### src/rtl/scurve_pkg.sv
// Shared types and constants for the S-curve threshold-scan counter.
package scurve_pkg;

    typedef enum logic [2:0] {
        ST_IDLE    = 3'd0,
        ST_COUNT   = 3'd1,
        ST_DRAIN   = 3'd2,
        ST_READOUT = 3'd3,
        ST_DONE    = 3'd4
    } state_t;

    localparam logic MODE_COUNT_EFFI = 1'b0;
    localparam logic MODE_TRIG_EFFI  = 1'b1;

endpackage

### src/rtl/scurve_edge_sync.sv
// Multi-flop synchroniser for an asynchronous input, followed by a registered
// level and one-cycle rise/fall pulses aligned with that level.
module scurve_edge_sync #(
    parameter int   SYNC_STAGES = 2,
    parameter logic RESET_VAL   = 1'b0
) (
    input  logic Clk,
    input  logic reset_n,
    input  logic d,
    output logic level,
    output logic rise,
    output logic fall
);

    logic [SYNC_STAGES-1:0] sync_q, sync_d;
    logic level_q, level_d;
    logic rise_q, rise_d;
    logic fall_q, fall_d;

    always_comb begin
        sync_d  = {sync_q[SYNC_STAGES-2:0], d};
        level_d = sync_q[SYNC_STAGES-1];
        rise_d  = sync_q[SYNC_STAGES-1] & ~level_q;
        fall_d  = ~sync_q[SYNC_STAGES-1] & level_q;
    end

    always_ff @(posedge Clk or negedge reset_n) begin
        if (!reset_n) begin
            sync_q  <= {SYNC_STAGES{RESET_VAL}};
            level_q <= RESET_VAL;
            rise_q  <= 1'b0;
            fall_q  <= 1'b0;
        end else begin
            sync_q  <= sync_d;
            level_q <= level_d;
            rise_q  <= rise_d;
            fall_q  <= fall_d;
        end
    end

    assign level = level_q;
    assign rise  = rise_q;
    assign fall  = fall_q;

endmodule

### src/rtl/scurve_multi_channel.sv
// Multi-channel S-curve counter: counts injected pulses and per-channel trigger
// edges until a programmed pulse total, then streams masked channel counts.
module scurve_multi_channel
    import scurve_pkg::*;
#(
    parameter int NCH         = 4,
    parameter int CW          = 16,
    parameter int SYNC_STAGES = 2,
    localparam int IW         = (NCH > 1) ? $clog2(NCH) : 1
) (
    input  logic           Clk,
    input  logic           reset_n,
    input  logic           start,
    input  logic           abort,
    input  logic           mode,
    input  logic [CW-1:0]  cpt_max,
    input  logic [NCH-1:0] ch_mask,
    input  logic           clk_ext,
    input  logic [NCH-1:0] trigger,
    output logic           busy,
    output logic           done,
    output logic [CW-1:0]  pulse_count,
    output logic           rd_valid,
    input  logic           rd_ready,
    output logic [IW-1:0]  rd_chan,
    output logic [CW-1:0]  rd_count,
    output logic           rd_last,
    output state_t         dbg_state
);

    state_t         state_q, state_d;
    logic           mode_q, mode_d;
    logic [CW-1:0]  cpt_max_q, cpt_max_d;
    logic [NCH-1:0] ch_mask_q, ch_mask_d;
    logic [CW-1:0]  pulse_count_q, pulse_count_d;
    logic [CW-1:0]  trig_cnt_q [NCH];
    logic [CW-1:0]  trig_cnt_d [NCH];
    logic [NCH-1:0] hit_q, hit_d;
    logic [IW-1:0]  rd_idx_q, rd_idx_d;
    logic           rd_valid_q, rd_valid_d;

    logic           clk_level, clk_rise, clk_fall;
    logic [NCH-1:0] trig_level_unused, trig_rise_unused, trig_fall;
    logic [NCH-1:0] trig_inc;
    logic           count_en;
    logic [IW-1:0]  first_idx, next_idx;
    logic           has_next;

    scurve_edge_sync #(.SYNC_STAGES(SYNC_STAGES), .RESET_VAL(1'b0)) u_clk_sync (
        .Clk     (Clk),
        .reset_n (reset_n),
        .d       (clk_ext),
        .level   (clk_level),
        .rise    (clk_rise),
        .fall    (clk_fall)
    );

    for (genvar g = 0; g < NCH; g++) begin : g_trig
        scurve_edge_sync #(.SYNC_STAGES(SYNC_STAGES), .RESET_VAL(1'b1)) u_trig_sync (
            .Clk     (Clk),
            .reset_n (reset_n),
            .d       (trigger[g]),
            .level   (trig_level_unused[g]),
            .rise    (trig_rise_unused[g]),
            .fall    (trig_fall[g])
        );
        // A rise in the same cycle opens a fresh window, so a stale hit flag is ignored.
        assign trig_inc[g] = trig_fall[g] &
                             ((mode_q == MODE_COUNT_EFFI) |
                              ((mode_q == MODE_TRIG_EFFI) & clk_level & (clk_rise | ~hit_q[g])));
    end

    // Lowest masked channel overall, and lowest masked channel above the current index.
    always_comb begin
        first_idx = '0;
        next_idx  = '0;
        has_next  = 1'b0;
        for (int i = NCH - 1; i >= 0; i--) begin
            if (ch_mask_q[i]) begin
                first_idx = IW'(i);
                if (IW'(i) > rd_idx_q) begin
                    next_idx = IW'(i);
                    has_next = 1'b1;
                end
            end
        end
    end

    // Readout handshake: a word moves when rd_valid & rd_ready at a rising Clk edge;
    // rd_chan/rd_count/rd_last are held while rd_valid is high and rd_ready is low.
    always_comb begin
        state_d       = state_q;
        mode_d        = mode_q;
        cpt_max_d     = cpt_max_q;
        ch_mask_d     = ch_mask_q;
        pulse_count_d = pulse_count_q;
        trig_cnt_d    = trig_cnt_q;
        hit_d         = hit_q;
        rd_idx_d      = rd_idx_q;
        rd_valid_d    = rd_valid_q;
        count_en      = 1'b0;

        unique case (state_q)
            ST_IDLE: begin
                if (start && !abort) begin
                    mode_d        = mode;
                    cpt_max_d     = cpt_max;
                    ch_mask_d     = ch_mask;
                    pulse_count_d = '0;
                    hit_d         = '0;
                    rd_idx_d      = '0;
                    for (int i = 0; i < NCH; i++) trig_cnt_d[i] = '0;
                    state_d = (cpt_max == '0) ? ST_READOUT : ST_COUNT;
                end
            end
            ST_COUNT: begin
                count_en = 1'b1;
                if (pulse_count_q >= cpt_max_q) begin
                    state_d = ST_DRAIN;
                end else if (clk_rise) begin
                    pulse_count_d = pulse_count_q + CW'(1);
                end
            end
            ST_DRAIN: begin
                count_en = 1'b1;
                if (clk_fall) state_d = ST_READOUT;
            end
            ST_READOUT: begin
                if (!rd_valid_q) begin
                    if (ch_mask_q == '0) begin
                        state_d = ST_DONE;
                    end else begin
                        rd_idx_d   = first_idx;
                        rd_valid_d = 1'b1;
                    end
                end else if (rd_ready) begin
                    if (has_next) begin
                        rd_idx_d = next_idx;
                    end else begin
                        rd_valid_d = 1'b0;
                        state_d    = ST_DONE;
                    end
                end
            end
            ST_DONE: state_d = ST_IDLE;
            default: state_d = ST_IDLE;
        endcase

        if (count_en) begin
            for (int i = 0; i < NCH; i++) begin
                if (clk_rise) hit_d[i] = 1'b0;
                if (trig_inc[i]) begin
                    hit_d[i] = 1'b1;
                    if (trig_cnt_q[i] != '1) trig_cnt_d[i] = trig_cnt_q[i] + CW'(1);
                end
            end
        end

        if (abort) begin
            state_d    = ST_IDLE;
            rd_valid_d = 1'b0;
        end
    end

    always_ff @(posedge Clk or negedge reset_n) begin
        if (!reset_n) begin
            state_q       <= ST_IDLE;
            mode_q        <= MODE_COUNT_EFFI;
            cpt_max_q     <= '0;
            ch_mask_q     <= '0;
            pulse_count_q <= '0;
            hit_q         <= '0;
            rd_idx_q      <= '0;
            rd_valid_q    <= 1'b0;
            for (int i = 0; i < NCH; i++) trig_cnt_q[i] <= '0;
        end else begin
            state_q       <= state_d;
            mode_q        <= mode_d;
            cpt_max_q     <= cpt_max_d;
            ch_mask_q     <= ch_mask_d;
            pulse_count_q <= pulse_count_d;
            hit_q         <= hit_d;
            rd_idx_q      <= rd_idx_d;
            rd_valid_q    <= rd_valid_d;
            trig_cnt_q    <= trig_cnt_d;
        end
    end

    assign busy        = (state_q != ST_IDLE);
    assign done        = (state_q == ST_DONE);
    assign pulse_count = pulse_count_q;
    assign rd_valid    = rd_valid_q;
    assign rd_chan     = rd_idx_q;
    assign rd_count    = trig_cnt_q[rd_idx_q];
    assign rd_last     = rd_valid_q & ~has_next;
    assign dbg_state   = state_q;

endmodule
### config.mk
export PLATFORM = sky130hd
export DESIGN_NAME = scurve_multi_channel
export DESIGN_NICKNAME = d
export VERILOG_FILES = /design/src/rtl/scurve_pkg.sv /design/src/rtl/scurve_edge_sync.sv /design/src/rtl/scurve_multi_channel.sv
export SDC_FILE = /design/constraint.sdc
export NUM_CORES = 1
export LEC_CHECK = 0
export BUFFER_PORTS_ARGS = -buffer_cell sky130_fd_sc_hd__buf_2
export CAP_MARGIN = 10
export CORE_MARGIN = 2
export CORE_UTILIZATION = 45
export CTS_CLUSTER_DIAMETER = 120
export DETAILED_ROUTE_END_ITERATION = 7
export HOLD_SLACK_MARGIN = 0.06
export PLACE_DENSITY = 0.67
export SLEW_MARGIN = 20
export SYNTH_ARGS = -nofsm -noshare
export SYNTH_HDL_FRONTEND = slang
export SYNTH_SLANG_ARGS = --single-unit
### constraint.sdc
create_clock -name Clk -period 3.2 [get_ports Clk]
set_input_delay 0.32 -clock Clk [delete_from_list [all_inputs] [get_ports Clk]]
set_output_delay 0.32 -clock Clk [all_outputs]
set_load 0.1 [all_outputs]
==> results of run 1 <==
sequential cells by signal, indices dropped and copies added (netlist names):
signal	flops
rd_chan	2
mode_q	1
hit_q	4
u_clk_sync.level	1
g_trig.u_trig_sync.fall	4
rd_valid	1
pulse_count	16
trig_cnt_q	64
u_clk_sync.sync_q	2
ch_mask_q	4
dbg_state	3
u_clk_sync.rise	1
g_trig.u_trig_sync.level	4
u_clk_sync.fall	1
cpt_max_q	16
g_trig.u_trig_sync.sync_q	8
what timing repair did:
| item | CTS | global route |
|---|---|---|
| hold endpoints to repair | 50 | 0 |
| buffers inserted | 0 | 0 |
| hold buffers | 6 | 0 |
power by group through the flow:
stage | Combinational (mW) | Clock (mW) | Sequential [mW]
2_1_floorplan | 1.03 | 0 | 2.26
4_1_cts | 1.57 | 2.22 | 2.14
6_report | 1.56 | 2.19 | 2.14
5_1_grt | 1.72 | 2.29 | 2.17
3_5_place_dp | 1.55 | 0 | 2.17
3_3_place_gp | 1.50 | 0 | 2.15
kinds of logic (layout without fill, tap and decap cells):
logic type / count (synthesis) / after routing
AO/OA/AOI/OAI: 162 / 162
adder cells (fa/ha/maj): 21 / 21
XOR/XNOR: 13 / 13
buffers and inverters: 58 / 152
AND/OR/NAND/NOR: 305 / 305
flip-flops: 132 / 132
multiplexers: 31 / 31
through the flow:
stage               utilization  area, sq um
global route             0.5464         8307
finish                   0.5464         8307
floorplan                     -         7002
detailed placement       0.4986         7580
global placement         0.4986         7580
CTS                      0.5464         8307
layout make-up:
| type | count | area [sq um] | area share |
|---|---|---|---|
| clock buffer | 20 | 466.7 | 0.05618 |
| clock inverter | 12 | 200.2 | 0.02410 |
| inverter | 35 | 131.4 | 0.01582 |
| multi-input combinational | 532 | 3452 | 0.4156 |
| sequential | 132 | 3318 | 0.3995 |
| tap | 188 | 235.2 | 0.02832 |
| timing repair buffer | 85 | 503.0 | 0.06055 |
layout by cell type (no fill, tap or decap), drive strengths merged, types with 3 or more instances in the layout:
cell / count
nor3b: 3
dfstp: 12
clkinvlp: 3
and3: 15
a31oi: 6
buf: 79
mux4: 16
o2111ai: 3
bufinv: 5
nand4: 20
xor2: 4
or4: 3
mux2i: 13
dfrtp: 120
and2: 6
clkinv: 3
o41ai: 4
dlygate4sd3: 6
nand3: 43
o31ai: 12
and4: 6
nor2b: 12
a211oi: 3
xnor2: 9
or3: 23
nand2b: 3
or2: 4
clkbuf: 20
ha: 21
o21ai: 67
a21o: 3
a21oi: 39
nand2: 101
inv: 36
nor4: 9
nor3: 12
nor2: 41
o211ai: 11
layer usage:
| metal | part of all wire | up-vias | global-route usage |
|---|---|---|---|
| met4 | 0.021 | 0 | 0.08887 |
| met5 | 0 | - | 0 |
| li1 | - | 2808 | - |
| met1 | 0.43 | 2902 | 0.2930 |
| met2 | 0.49 | 211 | 0.3579 |
| met3 | 0.059 | 33 | 0.04615 |
worst register-to-register path: stages, from the launching register on:
cell	delay, ps
dfrtp_1	380
inv_1	90
ha_1	280
nand2b_1	140
a2111o_1	450
a32oi_4	390
nand2_4	170
or4_1	540
a21oi_1	150
path summary, 6_finish.rpt:
path | start | slack, ps | endpoint
max in group asynchronous | reset_n | 1890 | g_trig[3].u_trig_sync.sync_q[1]
worst min register to register | u_clk_sync.sync_q[0] | 350 | u_clk_sync.sync_q[1]
worst max-delay path | pulse_count[0] | 530 | pulse_count[15]
min in group asynchronous | reset_n | 450 | cpt_max_q[11]
worst min-delay path | ch_mask[3] | 90 | ch_mask_q[3]
worst max register to register | pulse_count[0] | 530 | pulse_count[15]
==> results.cfg, run 1 <==
[power_and_ir_drop]
clkPwrFrac = 0.371
power_switching_mw = 2.062
cellLeakagePower_nw = 3.710
cellInternalPower_mw = 3.828
p_sw_frac = 0.3501
seqPwrFrac = 0.364
p_comb_frac = 0.265
power_mw = 5.890
peakVddDrop_mv = 0.4387
pwr_density_cell_nw_per_um2 = 709.1

[setup_path]
worstSetupPathDepth = 8
endpoint_kind = register
path_delay_family = compound AO/OA/AOI/OAI gates
crit_slowest_cell = or4_1
startpoint_type = register
cp_cell_sequence = inv_1, ha_1, nand2b_1, a2111o_1, a32oi_4, nand2_4, or4_1, a21oi_1
path_buf_inv = 1
crit_fanout = 14
r2r_cells = 8
path_class = register to register
cpPeakStageDelay_ps = 540
worst_ep_required_time_ps = 3550
critPathArrivalTime_ps = 3020

[yosys]
syn_inst = 722
synth-xor-area-share = 0.01627
avgSynthCellArea_sq_um = 9.691
ys_types = 61
yosys-top-cells-area = dfrtp_1 43%, nand2_1 5.4%, mux4_2 5.2%
synth_compound_area_frac = 0.1441
synthSimpleGateAreaFrac = 0.2205
yosysSeqAreaShare = 0.4742
synth_ff_type = dfrtp_1
synthMuxAreaShare = 0.07332
async_reset_ff_frac = 1.000
netlist_area_sq_um = 6997
yosys.area.top_type = dfrtp_1
synth_edf_count = 0
ys_warn_count = 0
synthTopCellsByCount = 120 x dfrtp_1, 100 x nand2_1, 66 x o21ai_0
synth_nets = 774
synth_top_area_share = 0.4292
synth_top_family_by_area = simple AND/OR/NAND/NOR gates
ys_ff_latch = 132
synth_most_common_cell = dfrtp_1
synth_fa_ha_area_frac = 0.03755

[hold_path]
hp-class = primary input to register
min_path_cells = 3

[global_route]
grt_overflow = 0
grt_usage = 0.2212
grt_pass1_vias = 5573
grt_max_degree = 76
antenna_found_initial = 0
grt_pass1_wl_um = 28570

[sta]
slew_viol_final = 0
clock_skew_ps = 8.777
relSlewSlack = 0.4573
worst_slack_ps = 527.4
max_freq_mhz = 374.2
min_period_over_period = 0.8352
finalHoldViolCount = 0
setup_tns_ps = 0
rsz0062_at_grt = false
tightest_slew_ps = 814.0
hold_ws_ps = 94.75
fin_crit_ps = 2673
finalSetupViolCount = 0

[cells_and_area]
instances_no_fill = 1004
nFillCells = 1328
fin_nets = 855
syn2layout_area_growth_pct = 18.72
insertedDiodeCount = 0
drive_above_1_share = 0.1900

[clock_tree]
clockBufferDepth = 2
numCtsBuffers = 17
clk_pin_slew_worst_paths_ps = 60
clock_sinks = 132
clk_latency_ps = 420
cts_tree = done
cts_resized = 0
root_buffer = clkbuf_16
cts.htree.levels = 4

[flow_run]
maxCapViolations = 0

[routing]
wl_per_cell_um = 17.56
drtIter0Drc = 366
routed_wl_um = 17630
drc = 0
vias_per_cell = 5.930
vias = 5954
drt_pass1_iterations = 5
ant_nets = 0

[floorplanning]
die_area_sq_um = 16560
die_y_um = 128.7
core_sq_um = 15200
start_util = 0.4602
rows = 45
die_w_um = 128.7
ios = 72

[place]
post-place-ws_ps = 546.5
io_buffers = 71
place.gp.congestion = 0.8946
hpwl_um = 12580
dp_cells = 966

[status]
outcome = finished clean
Power figures use the tool's default switching activity.
==> run 2, diff against run 1 <==
--- a/config.mk
+++ b/config.mk
@@ -5,6 +5,7 @@
 export SDC_FILE = /design/constraint.sdc
 export NUM_CORES = 1
 export LEC_CHECK = 0
+export ABC_AREA = 1
 export BUFFER_PORTS_ARGS = -buffer_cell sky130_fd_sc_hd__buf_2
 export CAP_MARGIN = 10
 export CORE_MARGIN = 2
@@ -12,7 +13,7 @@
 export CTS_CLUSTER_DIAMETER = 120
 export DETAILED_ROUTE_END_ITERATION = 7
 export HOLD_SLACK_MARGIN = 0.06
-export PLACE_DENSITY = 0.67
+export PLACE_DENSITY = 0.69
 export SLEW_MARGIN = 20
 export SYNTH_ARGS = -nofsm -noshare
 export SYNTH_HDL_FRONTEND = slang
==> constraint.sdc (replaced) <==
create_clock -name Clk -period 2.17 [get_ports Clk]
set_input_delay 0.217 -clock Clk [delete_from_list [all_inputs] [get_ports Clk]]
set_output_delay 0.217 -clock Clk [all_outputs]
set_load 0.1 [all_outputs]
==> results.cfg, run 2 <==
[power_and_ir_drop]
p_sw_frac = 0.4211
p_comb_frac = 0.378
clkPwrFrac = 0.286
power_mw = 9.400
pwr_density_cell_nw_per_um2 = 955.3
power_switching_mw = 3.958
cellInternalPower_mw = 5.442
peakVddDrop_mv = 0.6970
seqPwrFrac = 0.336
cellLeakagePower_nw = 4.588

[cells_and_area]
regMostFlops = trig_cnt_q
final_common_cell = nand2_1
fin_nets = 1223
final_cell_mix = 240 x nand2_1, 156 x inv_1, 100 x dfrtp_1
drive_above_1_share = 0.1816
largest_register_ffs = 64
syn2layout_area_growth_pct = 24.81
insertedDiodeCount = 0

[yosys]
ys_ff_latch = 132
avgSynthCellArea_sq_um = 7.445
netlist_area_sq_um = 7884
async_reset_ff_frac = 1.000
synth_ff_type = dfrtp_1
synthTopCellsByCount = 243 x nand2_1, 158 x inv_1, 120 x dfrtp_1
ys_warn_count = 0
synth_top_area_share = 0.3809
yosysSeqAreaShare = 0.4209
ys_types = 48
yosys.area.top_type = dfrtp_1
synth_most_common_cell = nand2_1
synth_nets = 1111
synth_edf_count = 0
syn_inst = 1059
yosys-top-cells-area = dfrtp_1 38%, nand2_1 12%, inv_1 7.5%

[setup_path]
path_class = register to output port
startpoint_type = register
endpoint_kind = output port
critPathArrivalTime_ps = 1930
worst_ep_required_time_ps = 1950
crit_slowest_cell = dfrtp_4
cpPeakStageDelay_ps = 550
crit_fanout = 11
path_delay_family = flip-flops
cp_cell_sequence = buf_4, a21oi_1, o21ai_1, o221ai_2, buf_12
path_buf_inv = 2

[sta]
worst_slack_ps = 18.78
finalHoldViolCount = 0
max_freq_mhz = 464.9
finalSetupViolCount = 0
clock_skew_ps = 10.45
fin_crit_ps = 2151
relSlewSlack = 0.6324
hold_ws_ps = 73.25
tightest_slew_ps = 550.6
rsz0062_at_grt = true
slew_viol_final = 0
min_period_over_period = 0.9913

[floorplanning]
start_util = 0.4574
die_y_um = 136.4
ios = 72
rows = 48
die_w_um = 136.4
core_sq_um = 17240
die_area_sq_um = 18590

[flow_run]
maxCapViolations = 0

[clock_tree]
cts_tree = done
root_buffer = clkbuf_16
clockBufferDepth = 2
cts.htree.levels = 4
clk_latency_ps = 430
clock_sinks = 132
clk_pin_slew_worst_paths_ps = 60
numCtsBuffers = 17

[place]
hpwl_um = 14980
post-place-ws_ps = 215.5
io_buffers = 71
place.gp.congestion = 0.9026

[global_route]
grt_max_degree = 80
grt_pass1_vias = 7119
grt_pass1_wl_um = 34510
grt_usage = 0.2387
grt_overflow = 0
antenna_found_initial = 0

[status]
outcome = finished clean

[routing]
drt_pass1_iterations = 5
vias = 7458
drtIter0Drc = 474
vias_per_cell = 5.293
ant_nets = 0
routed_wl_um = 21170
drc = 0
wl_per_cell_um = 15.03

[hold_path]
hp-class = primary input to register
==> run 2: layout make-up <==
type	count	area [sq um]
Tap cell	225	281.5
Inverter	163	630.6
Sequential cell	132	3348
Multi-Input combinational cell	736	3935
Timing Repair Buffer	121	1097
Clock inverter	13	93.84
Fill cell	1549	7397
Clock buffer	19	452.9
==> run 2: worst paths after layout <==
check                                                startpoint                              end  slack [ps]  cells after the start
worst max register to register                    trig_cnt_q[0]                    trig_cnt_q[5]         200                     10
min in group asynchronous                               reset_n                     ch_mask_q[3]         200                      2
worst max-delay path                                 rd_chan[1]                      rd_count[4]          20                      5
max in group asynchronous                               reset_n                   trig_cnt_q[28]        1250                      3
worst min-delay path                                 cpt_max[0]                     cpt_max_q[0]          70                      3
worst min register to register  g_trig[3].u_trig_sync.sync_q[0]  g_trig[3].u_trig_sync.sync_q[1]         350                      0
==> run 2: power groups by stage <==
stage / registers (mW) / clock network, mW / logic (mW)
after floorplan: 3.43 / 0 / 2.18
after global placement: 3.20 / 0 / 3.38
after detailed placement: 3.20 / 0 / 3.43
after CTS: 3.17 / 2.74 / 3.49
after global routing: 3.21 / 2.85 / 3.87
final: 3.16 / 2.69 / 3.55
==> run 2: timing repair <==
action | in CTS | in global routing
buffers inserted | 0 | 7
setup endpoints to repair | 13 | 14
gates resized for setup | 4 | 9
pin swaps | 1 | 2
hold endpoints to repair | 145 | 0
hold buffers | 26 | 0
==> run 2: routing by layer <==
| metal | vias up | part of all wire | GRT usage |
|---|---|---|---|
| met1 | 3508 | 0.45 | 0.3003 |
| li1 | 3694 | - | - |
| met4 | 0 | 0.028 | 0.1071 |
| met2 | 215 | 0.48 | 0.3956 |
| met3 | 41 | 0.047 | 0.04922 |
| met5 | - | 0 | 0 |
==> run 2: worst reg2reg max path, stage by stage (launching register included) <==
cell     delay, ps
dfrtp_1        420
ha_1           220
nand3_1        150
nor2_2         130
nand2_1         70
nor2_2         130
nand3_2        200
nand2_2        260
o21ai_1        120
o21ai_1        110
nor2_1          50
==> run 2: logic make-up (layout without fill, tap and decap cells) <==
kind of cell | count (synthesis) | count (layout) | synth area share
and+or+nand+nor | 501 | 501 | 0.2881
AOI/OAI and AO/OA | 192 | 192 | 0.1376
buffers and inverters | 191 | 316 | 0.09570
DFF | 132 | 132 | 0.4209
xor gates and xnor gates | 22 | 22 | 0.02444
adders and majority gates | 21 | 21 | 0.03333
==> run 2: through the flow <==
stage,utilization,cells,setup TNS (ps),instance area (sq um)
finish,0.5708,1409,0,9839
global route,0.5708,1409,-33.07,9839
CTS,0.5668,1402,0,9769
detailed placement,0.5191,1344,0,8947
global placement,0.5191,1344,0,8947
floorplan,-,1059,-3614,8058
==> run 3, diff against run 2 <==
--- a/config.mk
+++ b/config.mk
@@ -5,7 +5,6 @@
 export SDC_FILE = /design/constraint.sdc
 export NUM_CORES = 1
 export LEC_CHECK = 0
-export ABC_AREA = 1
 export BUFFER_PORTS_ARGS = -buffer_cell sky130_fd_sc_hd__buf_2
 export CAP_MARGIN = 10
 export CORE_MARGIN = 2
==> results.cfg, run 3 (synthesis gave the netlist of run 1 again) <==
[status]
outcome = finished, violations left
violations = setup timing

[global_route]
antenna_found_initial = 1
grt_overflow = 0
grt_pass1_wl_um = 32670
grt_pass1_vias = 6375
grt_usage = 0.2545
grt_max_degree = 59

[floorplanning]
die_w_um = 128.7
ios = 72
rows = 45
core_sq_um = 15200
start_util = 0.4602
die_area_sq_um = 16560
die_y_um = 128.7

[clock_tree]
clock_sinks = 132
root_buffer = clkbuf_16
clk_latency_ps = 430
cts_tree = done
clockBufferDepth = 2
cts.htree.levels = 4
numCtsBuffers = 17
clk_pin_slew_worst_paths_ps = 60

[power_and_ir_drop]
p_comb_frac = 0.345
p_sw_frac = 0.3745
seqPwrFrac = 0.346
cellInternalPower_mw = 5.742
power_mw = 9.180
peakVddDrop_mv = 0.6859
power_switching_mw = 3.438
pwr_density_cell_nw_per_um2 = 973.1
cellLeakagePower_nw = 4.195
clkPwrFrac = 0.309

[place]
place.gp.congestion = 0.8917
placed_area_sq_um = 8287
hpwl_um = 14050
post-place-ws_ps = -338.5
io_buffers = 71
dp_cells = 1035

[sta]
finalHoldViolCount = 0
tightest_slew_ps = 498.7
slew_viol_final = 0
max_freq_mhz = 392.4
finalSetupViolCount = 19
relSlewSlack = 0.6698
hold_ws_ps = 280.8
setup_tns_ps = -4774
rsz0062_at_grt = true
worst_slack_ps = -378.3
min_period_over_period = 1.174
clock_skew_ps = 6.698
fin_crit_ps = 2548

[cells_and_area]
drive_above_1_share = 0.3203
multi_input_area_sq_um = 3721
insertedDiodeCount = 0
nFillCells = 1178
largest_register_ffs = 64
final_cell_mix = 99 x nand2_1, 99 x dfrtp_1, 78 x buf_4
syn2layout_area_growth_pct = 34.84
fin_nets = 957
final_area_sq_um = 9434
instances_no_fill = 1106
final_util = 0.6206
regMostFlops = trig_cnt_q
seqCellArea_sq_um = 3372

[setup_path]
critPathArrivalTime_ps = 2900
crit_fanout = 6
r2r_cells = 9
startpoint_type = register
worst_ep_required_time_ps = 2520
endpoint_kind = register
path_class = register to register

[routing]
routed_wl_um = 20370
vias_per_cell = 5.871
drc = 0
ant_nets = 0
drt_pass1_iterations = 5
drtIter0Drc = 685
wl_per_cell_um = 18.42
vias = 6493

[flow_run]
maxCapViolations = 0

[hold_path]
hp-class = primary input to async pin
run 3: cell count changes in the layout (fill, tap and decap cells not counted), sizes merged, moves of 16 or more:
cell,previous run,this run
o21ai,106,67
or3,1,23
inv,172,42
nand3,87,43
buf,93,158
nor2,104,42
mux4,0,16
nand2,252,101
run 3: critical path: stages, from the launching register on:
cell and delay [ps]:
dfrtp_4 490, inv_4 70, ha_4 190, nand2b_4 130
a2111o_1 410, a32oi_4 380, nand4_1 140, buf_4 180
or3_4 330, a21oi_2 160
run 3: repair_timing:
item	4_1_cts	5_1_grt
endpoints found under the setup margin	36	30
cloned	0	1
endpoints found under the hold margin	58	0
pin swaps	3	7
resized for setup	13	23
hold buffers	28	0
buffers inserted	8	2
run 3: layout make-up:
cell class	instances	area share
Clock buffer	21	0.05345
Clock inverter	11	0.008753
Inverter	35	0.01419
Multi-Input combinational cell	533	0.3944
Sequential cell	132	0.3574
Tap cell	188	0.02493
Timing Repair Buffer	186	0.1468
run 3: power by group through the flow:
stage	registers, mW	logic, mW	clock network [mW]
finish	3.18	3.17	2.83
global route	3.21	3.41	2.98
CTS	3.16	2.99	2.88
detailed placement	3.21	2.79	0
global placement	3.19	2.70	0
floorplan	3.36	1.68	0
run 3: worst paths after layout:
check / start / end / slack (ps)
min: reset_n / cpt_max_q[8] / 280
max: pulse_count[0] / pulse_count[13] / -380
min in group Clk: rd_ready / rd_valid / 320
min reg2reg: u_clk_sync.sync_q[0] / u_clk_sync.sync_q[1] / 350
max reg2reg: pulse_count[0] / pulse_count[13] / -380
max in group asynchronous: reset_n / pulse_count[14] / 1210
run 3: metal layers:
metal	global-route usage	vias up	wire (um)
li1	-	3014	-
met1	0.3287	3167	8592
met2	0.4164	263	10050
met3	0.04449	47	1069
met4	0.1253	2	648
met5	0	-	10
